==> config.mk <==
export PLATFORM = sky130hd
export DESIGN_NAME = spi_ndn_framer
export DESIGN_NICKNAME = d
export VERILOG_FILES = /design/src/rtl/spi_ndn_pkg.sv /design/src/rtl/spi_ndn_tx_fifo.sv /design/src/rtl/spi_ndn_framer.sv
export SDC_FILE = /design/constraint.sdc
export NUM_CORES = 1
export LEC_CHECK = 0
export CAP_MARGIN = 5
export CORE_MARGIN = 5
export CORE_UTILIZATION = 55
export CTS_BUF_LIST = sky130_fd_sc_hd__clkbuf_16
export CTS_CLUSTER_DIAMETER = 150
export DETAILED_ROUTE_END_ITERATION = 6
export HOLD_SLACK_MARGIN = 0.06
export PLACE_DENSITY = 0.77
export SETUP_SLACK_MARGIN = 0.2
export SYNTH_ARGS = -nofsm -noshare
export SYNTH_HDL_FRONTEND = slang
export SYNTH_SLANG_ARGS = --single-unit
==> constraint.sdc <==
create_clock -name clk -period 4.32 [get_ports clk]
set_clock_uncertainty 0.15 [all_clocks]
set_input_delay 0.864 -clock clk [delete_from_list [all_inputs] [get_ports clk]]
set_output_delay 0.864 -clock clk [all_outputs]
set_load 0.02 [all_outputs]
==> src/rtl/spi_ndn_pkg.sv <==
// Shared types and constants for the SPI/NDN framer: FSM states, command and
// packet-type encodings, and the header width helper.
package spi_ndn_pkg;

    typedef enum logic [2:0] {
        ST_IDLE,
        ST_CMD,
        ST_RX_HDR,
        ST_RX_PAY,
        ST_TX_HDR,
        ST_TX_PAY,
        ST_DRAIN
    } state_t;

    localparam logic CMD_WRITE     = 1'b0;
    localparam logic CMD_READ      = 1'b1;
    localparam logic TYPE_INTEREST = 1'b0;
    localparam logic TYPE_DATA     = 1'b1;

    function automatic int unsigned hdr_w(input int unsigned len_w, input int unsigned prefix_w);
        return 1 + len_w + prefix_w;
    endfunction

endpackage

==> src/rtl/spi_ndn_tx_fifo.sv <==
// Byte-wide synchronous FIFO with show-ahead read data; pushes when full and
// pops when empty are ignored.
module spi_ndn_tx_fifo
    import spi_ndn_pkg::*;
#(
    parameter int unsigned DEPTH = 16
) (
    input  logic       clk,
    input  logic       rst,
    input  logic       i_push,
    input  logic [7:0] i_data,
    input  logic       i_pop,
    output logic [7:0] o_data,
    output logic       o_full,
    output logic       o_empty
);

    localparam int unsigned AW = $clog2(DEPTH);

    logic [7:0]    r_mem [DEPTH];
    logic [AW-1:0] r_wr_ptr;
    logic [AW-1:0] r_rd_ptr;
    logic [AW:0]   r_count;
    logic          w_push;
    logic          w_pop;

    assign o_full  = (r_count == (AW+1)'(DEPTH));
    assign o_empty = (r_count == '0);
    assign w_push  = i_push && !o_full;
    assign w_pop   = i_pop && !o_empty;
    assign o_data  = r_mem[r_rd_ptr];

    always_ff @(posedge clk) begin
        if (w_push) begin
            r_mem[r_wr_ptr] <= i_data;
        end
    end

    always_ff @(posedge clk) begin
        if (rst) begin
            r_wr_ptr <= '0;
            r_rd_ptr <= '0;
            r_count  <= '0;
        end else begin
            if (w_push) begin
                r_wr_ptr <= r_wr_ptr + 1'b1;
            end
            if (w_pop) begin
                r_rd_ptr <= r_rd_ptr + 1'b1;
            end
            case ({w_push, w_pop})
                2'b10:   r_count <= r_count + 1'b1;
                2'b01:   r_count <= r_count - 1'b1;
                default: r_count <= r_count;
            endcase
        end
    end

endmodule

==> src/rtl/spi_ndn_framer.sv <==
// SPI mode-0 slave framing NDN headers/payload: write frames from the MCU are
// unpacked to rx_*, read frames return the header and FIFO bytes loaded via tx_*.
module spi_ndn_framer
    import spi_ndn_pkg::*;
#(
    parameter int unsigned PREFIX_W = 64,
    parameter int unsigned LEN_W    = 6,
    parameter int unsigned TX_DEPTH = 16
) (
    input  logic                clk,
    input  logic                rst,
    input  logic                sclk,
    input  logic                mosi,
    input  logic                cs,
    output logic                miso,
    output logic                irq,
    output logic                rx_hdr_valid,
    output logic                rx_type,
    output logic [LEN_W-1:0]    rx_length,
    output logic [PREFIX_W-1:0] rx_prefix,
    output logic                rx_byte_valid,
    output logic [7:0]          rx_byte,
    output logic                rx_abort,
    input  logic                tx_load,
    input  logic                tx_type,
    input  logic [LEN_W-1:0]    tx_length,
    input  logic [PREFIX_W-1:0] tx_prefix,
    output logic                tx_busy,
    input  logic                tx_byte_valid,
    input  logic [7:0]          tx_byte,
    output logic                tx_byte_ready,
    output logic                tx_underrun
);

    localparam int unsigned HDR_W = hdr_w(LEN_W, PREFIX_W);
    localparam int unsigned CW    = $clog2(HDR_W);

    logic [1:0] r_sclk_s, r_mosi_s, r_cs_s;
    logic       r_sclk_d, r_cs_d, r_rise, r_fall, r_cs_fall, r_cs_rise, r_mosi_d;

    state_t              r_state, w_state_nx;
    logic [CW-1:0]       r_bit_cnt;
    logic [LEN_W-1:0]    r_byte_cnt;
    logic [HDR_W-2:0]    r_rx_sh;
    logic [7:0]          r_byte_sh;
    logic [HDR_W-1:0]    r_tx_sh;
    logic [7:0]          r_txb_sh;
    logic                r_tx_type;
    logic [LEN_W-1:0]    r_tx_len;
    logic [PREFIX_W-1:0] r_tx_prefix;
    logic                r_tx_busy, r_underrun, r_miso;
    logic                r_hdr_valid, r_byte_valid, r_abort;
    logic                r_rx_type;
    logic [LEN_W-1:0]    r_rx_length;
    logic [PREFIX_W-1:0] r_rx_prefix;
    logic [7:0]          r_rx_byte;

    logic [HDR_W-1:0] w_hdr;
    logic [LEN_W-1:0] w_hdr_len;
    logic             w_hdr_last, w_bit7, w_rx_last, w_tx_last;
    logic             w_abort, w_hdr_done, w_byte_done, w_tx_done, w_load_byte, w_pop, w_shift_en;
    logic             w_empty, w_full;
    logic [7:0]       w_fifo_data;

    assign w_hdr      = {r_rx_sh, r_mosi_d};
    assign w_hdr_len  = w_hdr[PREFIX_W +: LEN_W];
    assign w_hdr_last = (r_bit_cnt == CW'(HDR_W - 1));
    assign w_bit7     = (r_bit_cnt[2:0] == 3'd7);
    assign w_rx_last  = (r_byte_cnt == r_rx_length - 1'b1);
    assign w_tx_last  = (r_byte_cnt == r_tx_len - 1'b1);

    // Edge pulses are registered so that mosi, sclk and cs events line up one
    // cycle after the second synchroniser stage.
    always_ff @(posedge clk) begin
        if (rst) begin
            r_sclk_s  <= '0;
            r_mosi_s  <= '0;
            r_cs_s    <= '1;
            r_sclk_d  <= 1'b0;
            r_cs_d    <= 1'b1;
            r_rise    <= 1'b0;
            r_fall    <= 1'b0;
            r_cs_fall <= 1'b0;
            r_cs_rise <= 1'b0;
            r_mosi_d  <= 1'b0;
        end else begin
            r_sclk_s  <= {r_sclk_s[0], sclk};
            r_mosi_s  <= {r_mosi_s[0], mosi};
            r_cs_s    <= {r_cs_s[0], cs};
            r_sclk_d  <= r_sclk_s[1];
            r_cs_d    <= r_cs_s[1];
            r_rise    <= r_sclk_s[1] & ~r_sclk_d;
            r_fall    <= ~r_sclk_s[1] & r_sclk_d;
            r_cs_fall <= ~r_cs_s[1] & r_cs_d;
            r_cs_rise <= r_cs_s[1] & ~r_cs_d;
            r_mosi_d  <= r_mosi_s[1];
        end
    end

    always_ff @(posedge clk) begin
        if (rst) begin
            r_state <= ST_IDLE;
        end else begin
            r_state <= w_state_nx;
        end
    end

    always_comb begin
        w_state_nx  = r_state;
        w_abort     = 1'b0;
        w_hdr_done  = 1'b0;
        w_byte_done = 1'b0;
        w_tx_done   = 1'b0;
        w_load_byte = 1'b0;
        w_pop       = 1'b0;
        w_shift_en  = 1'b0;
        case (r_state)
            ST_IDLE: if (r_cs_fall) w_state_nx = ST_CMD;
            ST_CMD: begin
                if (r_rise) begin
                    if (r_mosi_d == CMD_WRITE) w_state_nx = ST_RX_HDR;
                    else if (r_tx_busy)        w_state_nx = ST_TX_HDR;
                    else                       w_state_nx = ST_DRAIN;
                end
            end
            ST_RX_HDR: begin
                w_shift_en = r_rise;
                if (r_rise && w_hdr_last) begin
                    w_hdr_done = 1'b1;
                    w_state_nx = (w_hdr_len != '0) ? ST_RX_PAY : ST_DRAIN;
                end
            end
            ST_RX_PAY: begin
                w_shift_en = r_rise;
                if (r_rise && w_bit7) begin
                    w_byte_done = 1'b1;
                    if (w_rx_last) w_state_nx = ST_DRAIN;
                end
            end
            ST_TX_HDR: begin
                w_shift_en = r_fall;
                if (r_fall && w_hdr_last) begin
                    if (r_tx_len == '0) begin
                        w_tx_done  = 1'b1;
                        w_state_nx = ST_DRAIN;
                    end else begin
                        w_state_nx = ST_TX_PAY;
                    end
                end
            end
            ST_TX_PAY: begin
                w_shift_en = r_fall;
                if (r_fall) begin
                    w_load_byte = (r_bit_cnt[2:0] == 3'd0);
                    w_pop       = w_load_byte && !w_empty;
                    if (w_bit7 && w_tx_last) begin
                        w_tx_done  = 1'b1;
                        w_state_nx = ST_DRAIN;
                    end
                end
            end
            ST_DRAIN: if (r_cs_rise) w_state_nx = ST_IDLE;
            default:  w_state_nx = ST_IDLE;
        endcase
        if (r_cs_rise && r_state != ST_IDLE && r_state != ST_DRAIN) begin
            w_state_nx  = ST_IDLE;
            w_abort     = 1'b1;
            w_hdr_done  = 1'b0;
            w_byte_done = 1'b0;
            w_tx_done   = 1'b0;
            w_load_byte = 1'b0;
            w_pop       = 1'b0;
        end
    end

    always_ff @(posedge clk) begin
        if (rst) begin
            r_bit_cnt    <= '0;
            r_byte_cnt   <= '0;
            r_rx_sh      <= '0;
            r_byte_sh    <= '0;
            r_tx_sh      <= '0;
            r_txb_sh     <= '0;
            r_tx_type    <= TYPE_INTEREST;
            r_tx_len     <= '0;
            r_tx_prefix  <= '0;
            r_tx_busy    <= 1'b0;
            r_underrun   <= 1'b0;
            r_miso       <= 1'b0;
            r_hdr_valid  <= 1'b0;
            r_byte_valid <= 1'b0;
            r_abort      <= 1'b0;
            r_rx_type    <= TYPE_INTEREST;
            r_rx_length  <= '0;
            r_rx_prefix  <= '0;
            r_rx_byte    <= '0;
        end else begin
            r_hdr_valid  <= w_hdr_done;
            r_byte_valid <= w_byte_done;
            r_abort      <= w_abort;
            if (w_hdr_done) begin
                {r_rx_type, r_rx_length, r_rx_prefix} <= w_hdr;
            end
            if (w_byte_done) begin
                r_rx_byte <= {r_byte_sh[6:0], r_mosi_d};
            end

            if (r_state == ST_CMD) begin
                r_bit_cnt  <= '0;
                r_byte_cnt <= '0;
            end else if (w_shift_en) begin
                if (w_hdr_last && (r_state == ST_RX_HDR || r_state == ST_TX_HDR)) begin
                    r_bit_cnt <= '0;
                end else begin
                    r_bit_cnt <= r_bit_cnt + 1'b1;
                end
                if (w_bit7 && (r_state == ST_RX_PAY || r_state == ST_TX_PAY)) begin
                    r_byte_cnt <= r_byte_cnt + 1'b1;
                end
            end
            if (r_state == ST_RX_HDR && r_rise) begin
                r_rx_sh <= {r_rx_sh[HDR_W-3:0], r_mosi_d};
            end
            if (r_state == ST_RX_PAY && r_rise) begin
                r_byte_sh <= {r_byte_sh[6:0], r_mosi_d};
            end

            if (tx_load && !r_tx_busy) begin
                r_tx_type   <= tx_type;
                r_tx_len    <= tx_length;
                r_tx_prefix <= tx_prefix;
                r_tx_busy   <= 1'b1;
                r_underrun  <= 1'b0;
            end else if (w_tx_done) begin
                r_tx_busy <= 1'b0;
            end

            if (r_state == ST_CMD && w_state_nx == ST_TX_HDR) begin
                r_tx_sh <= {r_tx_type, r_tx_len, r_tx_prefix};
            end
            if (r_state == ST_TX_HDR && r_fall && !w_abort) begin
                r_miso  <= r_tx_sh[HDR_W-1];
                r_tx_sh <= r_tx_sh << 1;
            end
            if (w_load_byte) begin
                if (!w_empty) begin
                    r_miso   <= w_fifo_data[7];
                    r_txb_sh <= {w_fifo_data[6:0], 1'b0};
                end else begin
                    r_miso     <= 1'b0;
                    r_txb_sh   <= '0;
                    r_underrun <= 1'b1;
                end
            end else if (r_state == ST_TX_PAY && r_fall && !w_abort) begin
                r_miso   <= r_txb_sh[7];
                r_txb_sh <= r_txb_sh << 1;
            end
            if (w_state_nx == ST_IDLE || (r_state == ST_CMD && w_state_nx == ST_DRAIN)) begin
                r_miso <= 1'b0;
            end
        end
    end

    spi_ndn_tx_fifo #(
        .DEPTH (TX_DEPTH)
    ) u_fifo (
        .clk     (clk),
        .rst     (rst),
        .i_push  (tx_byte_valid),
        .i_data  (tx_byte),
        .i_pop   (w_pop),
        .o_data  (w_fifo_data),
        .o_full  (w_full),
        .o_empty (w_empty)
    );

    assign miso          = r_miso;
    assign irq           = r_tx_busy;
    assign tx_busy       = r_tx_busy;
    assign tx_underrun   = r_underrun;
    assign tx_byte_ready = !w_full;
    assign rx_hdr_valid  = r_hdr_valid;
    assign rx_type       = r_rx_type;
    assign rx_length     = r_rx_length;
    assign rx_prefix     = r_rx_prefix;
    assign rx_byte_valid = r_byte_valid;
    assign rx_byte       = r_rx_byte;
    assign rx_abort      = r_abort;

endmodule

**Word level (Yosys, flattened, before mapping)**

Memory sizes are Yosys's and may differ from the RTL's. A register that Yosys moved wholly into a read port is not among the register bits.
Index checks and enable logic that the tools add are counted.

- Register bits after elaboration: 354
- Memory bits (writable): 128
- Bits of input ports: 86
- Output and inout port bits: 87
- Logic and storage cells: 167
- Memories: 1

Memories:

| memory | depth | width | rd ports | clocked after memory_dff | wr ports | line | RTL |
|---|---|---|---|---|---|---|---|
| u_fifo.r_mem | 16 | 8 | 1 | 1 | 1 | spi_ndn_tx_fifo.sv:20 | `logic [7:0] r_mem [DEPTH];` |

- Add/subtract/negate cells: 8
- Equal/unequal tests: 16
- Muxes and demuxes: 55
- Bitwise gates (word level): 8
- Reduce and logical (&&, ||, !) cells: 45

Operator list:

| operator | number |
|---|---|
| $mux 71 | 2 |
| $mux 3 | 12 |
| $mux 1 | 29 |
| $mux 8 | 3 |
| $pmux 3 s7 | 1 |
| $logic_and 1x1->1 | 20 |
| $eq 3x3->1 const B | 6 |
| $eq 6x6->1 | 2 |
| $sub 6x1->6 const B | 2 |
| $pmux 5 s2 | 1 |
| $reduce_or 2->1 | 5 |
| $logic_not 3->1 | 3 |
| $add 4x1->4 const B | 2 |
| $mux 4 | 2 |
| $reduce_bool 2->1 | 4 |
| $add 7x1->7 const B | 1 |
| $eq 7x7->1 const B | 1 |
| $mux 7 | 1 |
| $add 6x1->6 const B | 1 |
| $eq 3x2->1 const B | 2 |
| $logic_not 6->1 | 1 |
| $reduce_bool 3->1 | 2 |
| $reduce_bool 6->1 | 1 |
| $add 5x1->5 const B | 1 |
| other kinds (14) | 27 |

**Depth between registers and ports, before layout**

Gate-level depths: netlist of run 1.

- Depth after elaboration: 11
- Mapped depth: 15
- Mapped depth without buffers: 13

**Modules after synthesis**

Synthesis of run 1 repeated with hierarchy kept, for this count alone.

- Cell total of the unflattened synthesis: 1904
- Area, all modules: 19090.8 um2

By module, submodules not included:

| module | times used | cells an instance | area each (um2) | sequential area each (um2) |
|---|---|---|---|---|
| spi_ndn_framer | 1 | 1574 | 13198.9 | 6806.5 |
| spi_ndn_tx_fifo | 1 | 330 | 5891.9 | 4184.0 |

**Worst setup path before layout of run 1**

OpenSTA, ideal clock, no wires.

- Kind: flip-flop to flip-flop
- Start: register r_state[1]
- End: register u_fifo.r_count[4]
- Arrival time: 3.221 ns
- Required time: 4.100 ns
- Slack: 0.878 ns
- Cell stages (with the launch flop): 16
- Clock period less this slack: 3.442 ns
- Path through: dfxtp_1 > clkbuf_1 > nand3b_1 > or3_1 > clkbuf_1 > nor3_1 > buf_2 > ha_1 > inv_1 > fa_1 > inv_1 > a21o_1 > a21oi_1 > xnor2_1 > or3_1 > a21oi_1

- Longest elaborated chain between the ends: 7
- Elaborated cells on any way between the ends: 12
- Those cells by class: eq/ne (4); mux (3); reduce/logical (5)

Ends and longest elaborated chain:

| element | line | RTL |
|---|---|---|
| start, declared | spi_ndn_framer.sv:41 | `state_t r_state, w_state_nx;` |
| start signal, assigned | spi_ndn_framer.sv:104 | `r_state <= w_state_nx;` |
| $reduce_bool 3->1 | spi_ndn_framer.sv:165 | `if (r_cs_rise && r_state != ST_IDLE && r_state != ST_DRAIN) begin` |
| $logic_and 1x1->1 (2 in a row) | spi_ndn_framer.sv:165 |  |
| $mux 1 (*) | spi_ndn_framer.sv:165 |  |
| $logic_and 1x1->1 (*) | spi_ndn_tx_fifo.sv:30 | `assign w_pop = i_pop && !o_empty;` |
| net u_fifo.w_pop | spi_ndn_tx_fifo.sv:25 | `logic w_pop;` |
| $eq 2x1->1 or $eq 2x2->1 (tied branches) | spi_ndn_tx_fifo.sv:51 | `case ({w_push, w_pop})` |
| $pmux 5 s2 or $reduce_bool 2->1 (tied branches) | - |  |
| end signal, assigned | spi_ndn_tx_fifo.sv:52 | `2'b10: r_count <= r_count + 1'b1;` |
| end signal, assigned | spi_ndn_tx_fifo.sv:53 | `2'b01: r_count <= r_count - 1'b1;` |
| end signal, assigned | spi_ndn_tx_fifo.sv:54 | `default: r_count <= r_count;` |
| end, declared | spi_ndn_tx_fifo.sv:23 | `logic [AW:0] r_count;` |

The timed path passes the listed nets; every way through them passes the cells marked *.
A chain may end at the register's enable or synchronous reset.

**Worst setup path in the final report of run 1**

- Start: register r_state[0]
- End: register u_fifo.r_count[4]

- Longest elaborated chain between the ends: 7
- Elaborated cells on any way between the ends: 12
- Those cells by class: eq/ne (4); mux (3); reduce/logical (5)

Ends and longest elaborated chain:

| element | line |
|---|---|
| $reduce_bool 3->1 | spi_ndn_framer.sv:165 |
| $logic_and 1x1->1 (2 in a row) | spi_ndn_framer.sv:165 |
| $mux 1 (*) | spi_ndn_framer.sv:165 |
| $logic_and 1x1->1 (*) | spi_ndn_tx_fifo.sv:30 |
| $eq 2x1->1 or $eq 2x2->1 (tied branches) | spi_ndn_tx_fifo.sv:51 |
| $pmux 5 s2 or $reduce_bool 2->1 (tied branches) | - |

Mark *: on every way between the ends. The rest lies on a longest branch, timed or not.

==> results by group, run 1 <==
Timing
  – Tcrit/Tclk final: 0.846
  – Setup_tns: 0 ps
  – Pins Over Slew Limit: 0
  – Final setup fails: 0
  – RSZ-0062 raised after global routing: no
  – Worst slew pin tran: 1060 ps
  – Final Hold Fails: 0
  – Tmin final: 3650 ps
  – Worst slew margin: 0.294
  – Worst hold margin: 258 ps
  – Fmax: 274 MHz

Min path
  – Cell depth of the worst hold path: 1
  – Hold_sp: r_cs_s[0]
  – Hold WC Path Type: flip-flop to flip-flop
  – Hold endpoint: r_cs_s[1]

Synthesis
  – Register area share after synthesis: 0.584
  – Synth top area share: 0.380
  – Cells after Synth: 1868
  – Commonest cells in the netlist: nand2_1 (469), dfxtp_1 (357), a21oi_1 (243)
  – Ys Warns: 0
  – EDFF count, synth: 128
  – Mapped Nets: 1972
  – FF+latch count, synth: 485
  – Cell type with the highest aggregate area in the netlist: dfxtp_1
  – Ys flop type: dfxtp_1
  – Largest cells by area after synthesis: dfxtp_1 (38%), edfxtp_1 (20%), nand2_1 (9.4%)
  – Async SR Flop Fraction: 0
  – Most numerous cell in the Yosys netlist: nand2_1
  – Syn_area_per_cell: 10.1 sq um
  – Cell variety after synth: 60
  – Mapped cell area: 0.0188 sq mm

Layout
  – Area growth syn-to-layout: 18.7%
  – N_diodes: 0
  – Nets@finish: 2086
  – Layout cells sized above 1: 0.0747
  – Final core occ: 0.664

Detailed routing
  – Drt drc: 0
  – Vias/cell: 5.47
  – First drt pass iteration count: 7
  – Routed WL per cell: 16.2 um
  – Post-route antenna net violation count: 0
  – 1st-iter DRT viols: 883
  – Vias: 13500
  – Routed wire length: 40.1 mm

Power
  – Pwr/cell area: 413 mW/mm^2
  – Switching power: 1.92 mW
  – Combinational share of power: 0.037
  – Sequential Power Share: 0.517
  – Internal Power: 7.30 mW
  – Clk pwr share: 0.447
  – Leakage: 7.60 nW
  – Sw Share: 0.208
  – Peak supply drop: 0.390 mV

Global routing
  – Total GRT Usage: 0.204
  – First-pass GRT wire length: 65.4 mm
  – Global route total overflow: 0
  – Vias in the first global route: 12900
  – Initial antenna violation count: 0
  – Pin count of the biggest net entering global routing: 158

Die
  – Core area: 0.0336 sq mm
  – Starting Density: 0.560
  – # rows: 67
  – Die Area: 0.0380 sq mm
  – DIE WIDTH: 195 um
  – Number of top-level pins: 173
  – Die height: 195 um

Setup path
  – Crit path max-delay cell type: dfxtp_1
  – Crit. End Element: flip-flop
  – CP required: 4660 ps
  – Reg-to-Reg End: u_fifo.r_count[4]
  – Worst path buffer plus inverter count: 3
  – CP Data Arrival Time: 3990 ps
  – CP most frequent cell: inv_1
  – Critical Path Fanout Max: 17
  – CP delay by family, top: simple AND/OR/NAND/NOR gates
  – Register-to-register setup slack: 670 ps
  – Startpoint types: flip-flop
  – Worst Setup Path Type: flip-flop to flip-flop
  – CP Cell Sequence: inv_1, or3_1, nor3_1, ha_1, inv_1, fa_1, inv_1, a21o_1, a21oi_1, xnor2_1, or3_1, a21oi_1
  – Critical R2R Launch: r_state[0]
  – FF-to-FF path depth: 12
  – Max incr delay on CP: 650 ps

Clocking
  – CTS tree: yes
  – Post-CTS setup buffer count: 0
  – Worst-skew pair later-pin latency: 560 ps
  – H-tree levels: 2
  – Post-CTS sizing: 0
  – CTS root buf: clkbuf_16
  – Num CTS Buffers: 49
  – # hold bufs at CTS: 0
  – Clock sink count: 485
  – Clk buf depth: 3
  – Clock Pin Slew Worst Setup and Hold Paths: 60 ps

Run
  – # Max-Cap Violations: 0

Placed design
  – Port Buffer Count: 172
  – Detail Placement HPWL: 25.2 mm
  – Global placement routability congestion: 0.842

Status
  – Status: complete, no violations
## metal layers
metal / vias to the layer above / wire length (um) / track usage / part of all wire
li1: 6638 / - / - / -
met3: 70 / 1840 / 0.0357 / 0.046
met5: - / 0 / 0 / 0
met2: 296 / 19400 / 0.337 / 0.48
met1: 6502 / 17900 / 0.278 / 0.45
met4: 0 / 951 / 0.0603 / 0.024
## through the flow
stage	worst slack, ps	instance area, sq um	instances	total power, mW
3_3_place_gp	904	20800	2379	5.19
2_1_floorplan	878	18800	1868	5.03
5_1_grt	385	22300	2470	9.55
3_5_place_dp	731	20800	2379	5.20
4_1_cts	724	22300	2470	9.31
6_report	667	22300	2470	9.22
## registers in the layout (all words and copies together), names as in the netlist, 2 cells and up, named ones only
signal           flops
u_fifo.r_mem       128
r_tx_sh             71
r_rx_sh             70
r_tx_prefix         64
rx_prefix           64
rx_byte              8
r_bit_cnt            7
r_byte_sh            7
r_txb_sh             7
r_byte_cnt           6
r_tx_len             6
rx_length            6
u_fifo.r_count       5
u_fifo.r_rd_ptr      4
u_fifo.r_wr_ptr      4
r_state              3
r_cs_s               2
r_mosi_s             2
r_sclk_s             2
## placed cells by master (no fill, tap or decap), types with 5 or more instances in the layout
cell,count
a31oi_1,6
mux4_2,32
o21ai_1,5
mux2i_1,91
buf_4,23
o21ai_0,5
nand4_1,5
nor3_1,15
xor2_1,17
clkinv_2,13
edfxtp_1,128
clkinv_1,8
nor2_1,139
nor2b_1,17
a211oi_1,78
xnor2_1,19
ha_1,17
dfxtp_1,356
a21oi_1,243
inv_1,27
bufinv_16,5
nand3_1,8
clkdlybuf4s50_1,171
clkbuf_16,51
nand2_1,469
## worst register-to-register path, cell delays in order, from the launching register on
cell,delay [ps]
dfxtp_1,650
inv_1,240
or3_1,570
nor3_1,320
ha_1,300
inv_1,110
fa_1,420
inv_1,70
a21o_1,110
a21oi_1,70
xnor2_1,130
or3_1,310
a21oi_1,140
## kinds of logic after synthesis
kind of cell               after synthesis  synth area share
AOI/OAI and AO/OA                      355             0.109
xor gates and xnor gates                37            0.0180
adders and majority gates               18            0.0124
buffers and inverters                  152            0.0368
DFF                                    485             0.584
muxes                                  124            0.0873
and+or+nand+nor                        697             0.153
## power groups by stage
stage | clock network (mW) | registers (mW) | logic, mW
2_1_floorplan | 0 | 4.85 | 0.183
3_3_place_gp | 0 | 4.86 | 0.331
3_5_place_dp | 0 | 4.86 | 0.339
4_1_cts | 4.21 | 4.76 | 0.341
5_1_grt | 4.41 | 4.77 | 0.373
6_report | 4.12 | 4.76 | 0.338
## worst max path at each step
stage	from	to	slack, ps	depth (start not counted)
floorplan	r_state[1]	u_fifo.r_count[4]	880	15
global placement	r_state[0]	u_fifo.r_count[4]	900	12
detailed placement	r_state[0]	u_fifo.r_count[4]	730	12
CTS	r_state[0]	u_fifo.r_count[4]	720	12
global route	r_state[0]	u_fifo.r_count[4]	390	12
finish	r_state[0]	u_fifo.r_count[4]	670	12
## cell type report
class                      count  area [sq um]
fill                        2553         11300
timing repair buffer         199          1980
inverter                      16          60.1
clock inverter                40           303
tap                          448           561
multi-input combinational   1231          7160
clock buffer                  51          1280
sequential                   485         11000
(Power assumes the default switching activity.)
==> inputs of run 2 (changes only) <==
--- a/config.mk
+++ b/config.mk
@@ -7,12 +7,12 @@
 export LEC_CHECK = 0
 export CAP_MARGIN = 5
 export CORE_MARGIN = 5
-export CORE_UTILIZATION = 55
+export CORE_UTILIZATION = 52
 export CTS_BUF_LIST = sky130_fd_sc_hd__clkbuf_16
 export CTS_CLUSTER_DIAMETER = 150
 export DETAILED_ROUTE_END_ITERATION = 6
 export HOLD_SLACK_MARGIN = 0.06
-export PLACE_DENSITY = 0.77
+export PLACE_DENSITY = 0.76
 export SETUP_SLACK_MARGIN = 0.2
 export SYNTH_ARGS = -nofsm -noshare
 export SYNTH_HDL_FRONTEND = slang
==> constraint.sdc (replaced) <==
create_clock -name clk -period 3.25 [get_ports clk]
set_clock_uncertainty 0.15 [all_clocks]
set_input_delay 0.65 -clock clk [delete_from_list [all_inputs] [get_ports clk]]
set_output_delay 0.65 -clock clk [all_outputs]
set_load 0.02 [all_outputs]
==> results by group, run 2 (synthesis results as in run 1) <==
Clocking
  – Clock sink count: 485 (unchanged)
  – Clock Pin Slew Worst Setup and Hold Paths: 60 ps (about the same)
  – # hold bufs at CTS: 0 (unchanged)
  – Worst-skew pair later-pin latency: 580 ps (+20 ps)
  – Num CTS Buffers: 49 (unchanged)
  – H-tree levels: 2 (unchanged)
  – Clk buf depth: 3 (unchanged)
  – CTS root buf: clkbuf_16
  – CTS tree: yes

Timing
  – Tmin final: 2920 ps (-732 ps)
  – Tcrit/Tclk final: 0.899 (+0.0531)
  – Final setup fails: 0 (unchanged)
  – Fmax: 342 MHz (+25%)
  – Pins Over Slew Limit: 0 (unchanged)
  – Final Hold Fails: 0 (unchanged)
  – Worst slew pin tran: 782 ps (-275 ps)
  – Worst slew margin: 0.475 (+0.180)
  – Final Worst Setup Slack: 329 ps (-338 ps)
  – RSZ-0062 raised after global routing: yes
  – Setup_tns: 0 ps (unchanged)

Layout
  – Largest registers: u_fifo.r_mem (128), r_tx_sh (71), r_rx_sh (70)
  – Area growth syn-to-layout: 19.8%
  – Nets@finish: 2109 (+1.1%)
  – Commonest non-fill, non-tap cell in the layout: nand2_1
  – Largest register FFs: 128 (unchanged)
  – Layout cells sized above 1: 0.0853 (+0.0106)
  – N_diodes: 0 (unchanged)
  – Most frequent cells in the layout: nand2_1 (469), dfxtp_1 (355), a21oi_1 (243), clkdlybuf4s50_1 (171), nor2_1 (139)
  – Fillers: 2877 (+13%)
  – Top reg by flops: u_fifo.r_mem

Global routing
  – First-pass GRT wire length: 67.3 mm (+3.0%)
  – Pin count of the biggest net entering global routing: 126 (-20%)
  – Global route total overflow: 0 (unchanged)
  – Initial antenna violation count: 0 (unchanged)
  – Total GRT Usage: 0.199 (-0.00503)
  – Vias in the first global route: 13300 (+3.1%)

Placed design
  – Place WS: 198 ps (-534 ps)
  – Detail Placement HPWL: 26.2 mm (+3.7%)
  – Global placement routability congestion: 0.861 (+2.2%)
  – Port Buffer Count: 172 (unchanged)

Min path
  – Hold_sp: r_sclk_d
  – Hold WC Path Type: flip-flop to flip-flop
  – Cell depth of the worst hold path: 1 (unchanged)
  – Hold endpoint: r_rise

Power
  – Pwr/cell area: 533 mW/mm^2 (+29%)
  – Leakage: 7.70 nW (+1.2%)
  – Peak supply drop: 0.440 mV (+13%)

Setup path
  – Critical Path Fanout Max: 13 (-4)
  – Crit. End Element: flip-flop
  – Critical R2R Launch: r_state[1]
  – Startpoint types: flip-flop
  – CP Data Arrival Time: 3270 ps (-720 ps)
  – Worst Setup Path Type: flip-flop to flip-flop
  – Reg-to-Reg End: u_fifo.r_count[4]
  – Register-to-register setup slack: 330 ps (-340 ps)
  – CP required: 3600 ps (-1060 ps)
  – FF-to-FF path depth: 12 (unchanged)

Die
  – Number of top-level pins: 173 (unchanged)
  – Die Area: 0.0401 sq mm (+5.5%)
  – Starting Density: 0.528 (-0.0320)
  – # rows: 69 (+3.0%)
  – Die height: 200 um (+2.7%)
  – Core area: 0.0357 sq mm (+6.1%)
  – DIE WIDTH: 200 um (+2.7%)

Detailed routing
  – Routed wire length: 40.6 mm (+1.3%)
  – Drt drc: 0 (unchanged)
  – Routed WL per cell: 16.2 um (about the same)
  – Post-route antenna net violation count: 0 (unchanged)
  – 1st-iter DRT viols: 664 (-25%)
  – Vias: 13400 (-0.51%)
  – Vias/cell: 5.37 (-1.8%)
  – First drt pass iteration count: 5 (-2)

Run
  – # Max-Cap Violations: 0 (unchanged)

Status
  – Status: complete, no violations
==> run 2: where the power goes <==
group | internal [mW] | switching, mW
Clock | 2.97 | 2.27
Combinational | 0.201 | 0.255
Sequential | 6.28 | 0.0498
Total | 9.45 | 2.57
==> run 2: how the worst max path moves through the flow <==
stage                        endpoint  cells past startpoint          start  slack [ps]
floorplan           u_fifo.r_count[4]                     15     r_state[1]         110
global placement    u_fifo.r_count[4]                     12  tx_byte_valid         330
detailed placement        r_tx_sh[34]                     10   r_bit_cnt[0]         200
CTS                 u_fifo.r_count[4]                     12     r_state[1]         270
global route               r_tx_sh[8]                     10   r_bit_cnt[0]         170
finish              u_fifo.r_count[4]                     12     r_state[1]         330
==> run 2: routing by layer <==
| layer | wire, um | share of wire | vias to the layer above | GRT usage |
|---|---|---|---|---|
| met1 | 18000 | 0.44 | 6394 | 0.267 |
| met5 | 0 | 0 | - | 0 |
| li1 | - | - | 6676 | - |
| met4 | 1120 | 0.027 | 0 | 0.0676 |
| met2 | 19600 | 0.48 | 291 | 0.330 |
| met3 | 1840 | 0.045 | 76 | 0.0346 |
==> run 2: timing repair <==
| action | CTS | global route |
|---|---|---|
| buffers inserted | 1 | 3 |
| setup endpoints to repair | 6 | 59 |
| pin swaps | 1 | 2 |
| gates resized for setup | 0 | 1 |
==> run 2: final cells by class <==
type / instances / area, sq um / share of cell area
multi-input cells: 1231 / 7190 / 0.319
flip-flops and latches: 485 / 11000 / 0.488
clock buffers: 49 / 1230 / 0.0544
well taps: 461 / 577 / 0.0256
inverters: 16 / 60.1 / 0.00266
clock inverters: 38 / 269 / 0.0119
repair buffers: 222 / 2230 / 0.0988
==> run 2: worst max-delay path, stage by stage (launching register included) <==
cell and delay, ps:
dfxtp_2 380, nand3b_1 200, or3_4 420, nor3_4 210, ha_4 200, inv_2 60
fa_2 370, inv_1 80, a21o_1 130, a21oi_1 80, xnor2_1 140, or3_1 310
a21oi_1 120
==> run 2: per-stage QoR <==
stage / instances / hold WS [ps] / cell area, sq um / utilization / power [mW]
floorplan: 1868 / 233 / 18900 / - / 6.69
global placement: 2411 / 239 / 21000 / 0.589 / 6.90
detailed placement: 2411 / 249 / 21000 / 0.589 / 6.92
CTS: 2499 / 262 / 22500 / 0.632 / 12.2
global route: 2502 / 272 / 22500 / 0.632 / 12.5
finish: 2502 / 258 / 22500 / 0.632 / 12.0
